--- config.mk ---
export PLATFORM = sky130hd
export DESIGN_NAME = reg_file_reader
export DESIGN_NICKNAME = d
export VERILOG_FILES = /design/src/rtl/reg_file_reader.sv
export SDC_FILE = /design/constraint.sdc
export NUM_CORES = 1
export LEC_CHECK = 0
export ABC_AREA = 0
export BUFFER_PORTS_ARGS = -buffer_cell sky130_fd_sc_hd__buf_4
export CORE_MARGIN = 2
export CORE_UTILIZATION = 32
export CTS_CLUSTER_SIZE = 28
export DETAILED_ROUTE_END_ITERATION = 6
export GPL_ROUTABILITY_DRIVEN = 1
export PLACE_DENSITY = 0.6
export SYNTH_ARGS = -nofsm -noshare
export SYNTH_HDL_FRONTEND = slang
export SYNTH_SLANG_ARGS = --single-unit
--- constraint.sdc ---
create_clock -name clk -period 2.1 [get_ports clk]
set_input_delay 0.105 -clock clk [delete_from_list [all_inputs] [get_ports clk]]
set_output_delay 0.105 -clock clk [all_outputs]
set_load 0.02 [all_outputs]
--- src/rtl/reg_file_reader.sv ---
// Read-side sequencer for the matrix register file: walks a wrap-around address
// range and streams the words out over valid/ready through one output register.
module reg_file_reader #(
  parameter int DATA_WIDTH = 8,
  parameter int ADDR_WIDTH = 2
) (
  input  logic                  clk,
  input  logic                  reset,
  input  logic                  start,
  input  logic [ADDR_WIDTH-1:0] base_addr,
  input  logic [ADDR_WIDTH:0]   count,
  output logic [ADDR_WIDTH-1:0] r_addr,
  input  logic [DATA_WIDTH-1:0] r_data,
  output logic [DATA_WIDTH-1:0] m_data,
  output logic                  m_valid,
  input  logic                  m_ready,
  output logic                  m_last,
  output logic                  busy,
  output logic                  done
);

  typedef enum logic {
    IDLE = 1'b0,
    RUN  = 1'b1
  } state_t;

  localparam logic [ADDR_WIDTH-1:0] PTR_ONE = 1;
  localparam logic [ADDR_WIDTH:0]   REM_ONE = 1;
  localparam logic [ADDR_WIDTH:0]   REM_ZERO = '0;

  state_t                state;
  logic [ADDR_WIDTH-1:0] ptr;
  logic [ADDR_WIDTH:0]   rem;
  logic                  load;
  logic                  handshake;

  // The output register refills whenever it is empty or being drained this cycle.
  assign load      = (state == RUN) && (rem != REM_ZERO) && (!m_valid || m_ready);
  assign handshake = m_valid && m_ready;
  assign busy      = (state == RUN);
  assign r_addr    = ptr;

  always_ff @(posedge clk) begin
    if (reset) begin
      state   <= IDLE;
      ptr     <= '0;
      rem     <= '0;
      m_data  <= '0;
      m_valid <= 1'b0;
      m_last  <= 1'b0;
      done    <= 1'b0;
    end else begin
      done <= 1'b0;
      case (state)
        IDLE: begin
          if (start) begin
            if (count != REM_ZERO) begin
              ptr   <= base_addr;
              rem   <= count;
              state <= RUN;
            end else begin
              done <= 1'b1;
            end
          end
        end
        RUN: begin
          // rem is already zero when the last word is handed off, so no load collides here.
          if (handshake && m_last) begin
            state   <= IDLE;
            m_valid <= 1'b0;
            m_last  <= 1'b0;
            done    <= 1'b1;
          end else if (load) begin
            m_data  <= r_data;
            m_valid <= 1'b1;
            m_last  <= (rem == REM_ONE);
            ptr     <= ptr + PTR_ONE;
            rem     <= rem - REM_ONE;
          end else if (handshake) begin
            m_valid <= 1'b0;
            m_last  <= 1'b0;
          end
        end
        default: state <= IDLE;
      endcase
    end
  end

endmodule

==> flow_summary.yaml <==
run_status:
  status: "finished clean"
clock_network:
  numCtsBuffers: 3
  post_cts_buffers: 0
  clock_latency_ns: 0.29
  cts_hold_buf: 0
  cts_resized: 0
  h-tree-depth: 1
  clockBufferDepth: 2
  clk_pin_slew_worst_paths_ns: 0.10
  clkSinkCount: 17
  root_buffer: "clkbuf_4"
  cts_tree: "built"
cells_and_area:
  fin_cells: 155
  fin_nets: 146
  mostFrequentLayoutCells: "buf_4 (33), dfxtp_1 (17), nor2_1 (14)"
  final_common_cell: "buf_4"
  drive_gt1_share_pct: 32.0
  diodes: 0
  syn_to_final_growth_pct: 39.0
timing:
  worst_pin_slew_ns: 0.352
  holdWs_ns: 0.0464
  rsz0062_at_grt: "false"
  final_max_slew_viol_count: 0
  clock-skew-final_ns: 0.00372
  worst_slack_ns: 0.122
  period_share_pct: 94.2
  tns_ns: 0
  max_slew_margin_pct: 76.5
  setup_viol: 0
  hold_viol_final: 0
  max_freq_mhz: 506
  min_period_ns: 1.98
synthesis:
  synth_top_area_share_pct: 42.9
  avgSynthCellArea_sq_um: 8.62
  syn_inst: 92
  synth.cell_area_sq_um: 793
  syn-num-nets: 112
  ys_ff_latch: 17
  ys_warn_count: 0
  synth.distinct_cells: 30
  yosysSeqAreaShare_pct: 42.9
  synth_top_cell_by_area: "dfxtp_1"
  synth_area_leaders: "dfxtp_1 (43%), mux2i_1 (10%), nor2_1 (6.6%)"
route:
  wl_mm: 1.93
  routed-via-count: 780
  firstDrtPassIters: 4
  detail_route.wl_per_cell_um: 12.4
  antenna_left: 0
  via_per_inst: 5.03
  drt_iter0_markers: 12
  drc: 0
die:
  die_area_sq_um: 2890
  core_sq_um: 2410
  start_util_pct: 32.9
  row_count: 18
  die_h_um: 53.8
  io_pins: 31
  die_x_um: 53.8
global_routing:
  grt_usage_pct: 15.2
  grt-ovfl-total: 0
  antenna_found_initial: 0
  grt_pass1_wl_mm: 3.15
  grt_max_degree: 20
  grt_pass1_vias: 730
critical_path:
  cp_max_fo: 7
  arrival_ns: 2.19
  path_class: "flip-flop to flip-flop"
  critPathLaunchType: "flip-flop"
  r2r_setup_slack_ns: 0.12
  critPathCaptureType: "flip-flop"
  worstPathRequired_ns: 2.31
placement:
  post-place-ws_ns: 0.132
  hpwl_mm: 1.40
  io_buffer_count: 30
  dp_cells: 151
  place.gp.congestion: 0.788
power_and_ir_drop:
  p_total_w: 0.000770
  irDropWorstVdd_v: 0.000383
  power_density_nw_per_um2: 698
  leakagePower_nw: 0.472
worst_hold_path:
  hp-class: "primary input to flip-flop"
flow_run:
  drv_cap: 0
path summary, 6_finish.rpt:
path | startpoint | end | depth (start not counted)
worst max-delay path | rem[0]$_SDFFE_PP0P_ | r_addr[1]$_SDFFE_PP0P_ | 6
worst min-delay path | r_data[3] | m_data[3]$_SDFFE_PP0P_ | 3
worst max register to register | rem[0]$_SDFFE_PP0P_ | r_addr[1]$_SDFFE_PP0P_ | 6
worst min register to register | rem[2]$_SDFFE_PP0P_ | rem[2]$_SDFFE_PP0P_ | 2
cells in the mapped netlist:
library cell  count
mux2i_1           8
clkbuf_1          3
nand3_1           1
a2111oi_0         1
a21oi_1           9
a221o_1           1
nor4_1            1
o21bai_1          1
nor3_1            1
ha_1              3
nand2_1           3
dfxtp_1          17
and3b_1           1
o21ai_0           6
a211oi_1          1
buf_2             1
nor2_1           14
or4_1             1
and2_4            1
o211ai_1          1
o31ai_1           1
a311oi_1          1
inv_1             7
or3_1             1
nand2b_1          1
o32ai_1           1
a31oi_1           1
a221oi_1          1
nor2b_1           2
nand4_1           1
layout make-up:
class                           instances  area (sq um)
Fill cell                             240          1310
Tap cell                               30          37.5
Timing Repair Buffer                   33           248
Sequential cell                        17           340
Multi-Input combinational cell         64           424
Clock buffer                            4          26.3
Inverter                                7          26.3
kinds of logic (layout without fill, tap and decap cells):
group / after synthesis / count (layout) / share of synthesized area [%]
adder cells (fa/ha/maj): 3 / 3 / 4.73
AO/OA/AOI/OAI: 25 / 25 / 19.7
multiplexers: 8 / 8 / 10.1
buffers and inverters: 11 / 44 / 5.36
flip-flops: 17 / 17 / 42.9
AND/OR/NAND/NOR: 28 / 28 / 17.2
state kept, by name (all words and copies together) (netlist names):
| signal | cells |
|---|---|
| busy | 1 |
| done | 1 |
| m_data | 8 |
| m_last | 1 |
| m_valid | 1 |
| r_addr | 2 |
| rem | 3 |
stage by stage:
stage	utilization [%]	instance area (sq um)
2_1_floorplan	-	793
3_3_place_gp	44.3	1070
3_5_place_dp	44.3	1070
4_1_cts	45.4	1090
5_1_grt	45.7	1100
6_report	45.7	1100
power breakdown:
part	leakage, nW	internal [W]	switching (W)	total, W
clock	0.0150	0.0000738	0.0000986	0.000172
combinational	0.318	0.000107	0.000116	0.000224
sequential	0.139	0.000350	0.0000235	0.000374
total	0.472	0.000531	0.000238	0.000770
critical path, stage by stage, from the launching register on:
cell,delay (ns)
dfxtp_1,0.38
inv_1,0.08
ha_1,0.20
ha_1,0.24
a221o_2,0.43
or4_1,0.51
o31ai_1,0.07
per-layer routing:
layer	global-route usage [%]	wire (um)	part of all wire, %
met3	3.33	117	6.1
met4	7.69	13	0.67
met5	0	0	0
met1	20.0	905	47
met2	23.4	893	46
Power figures use the tool's default switching activity.
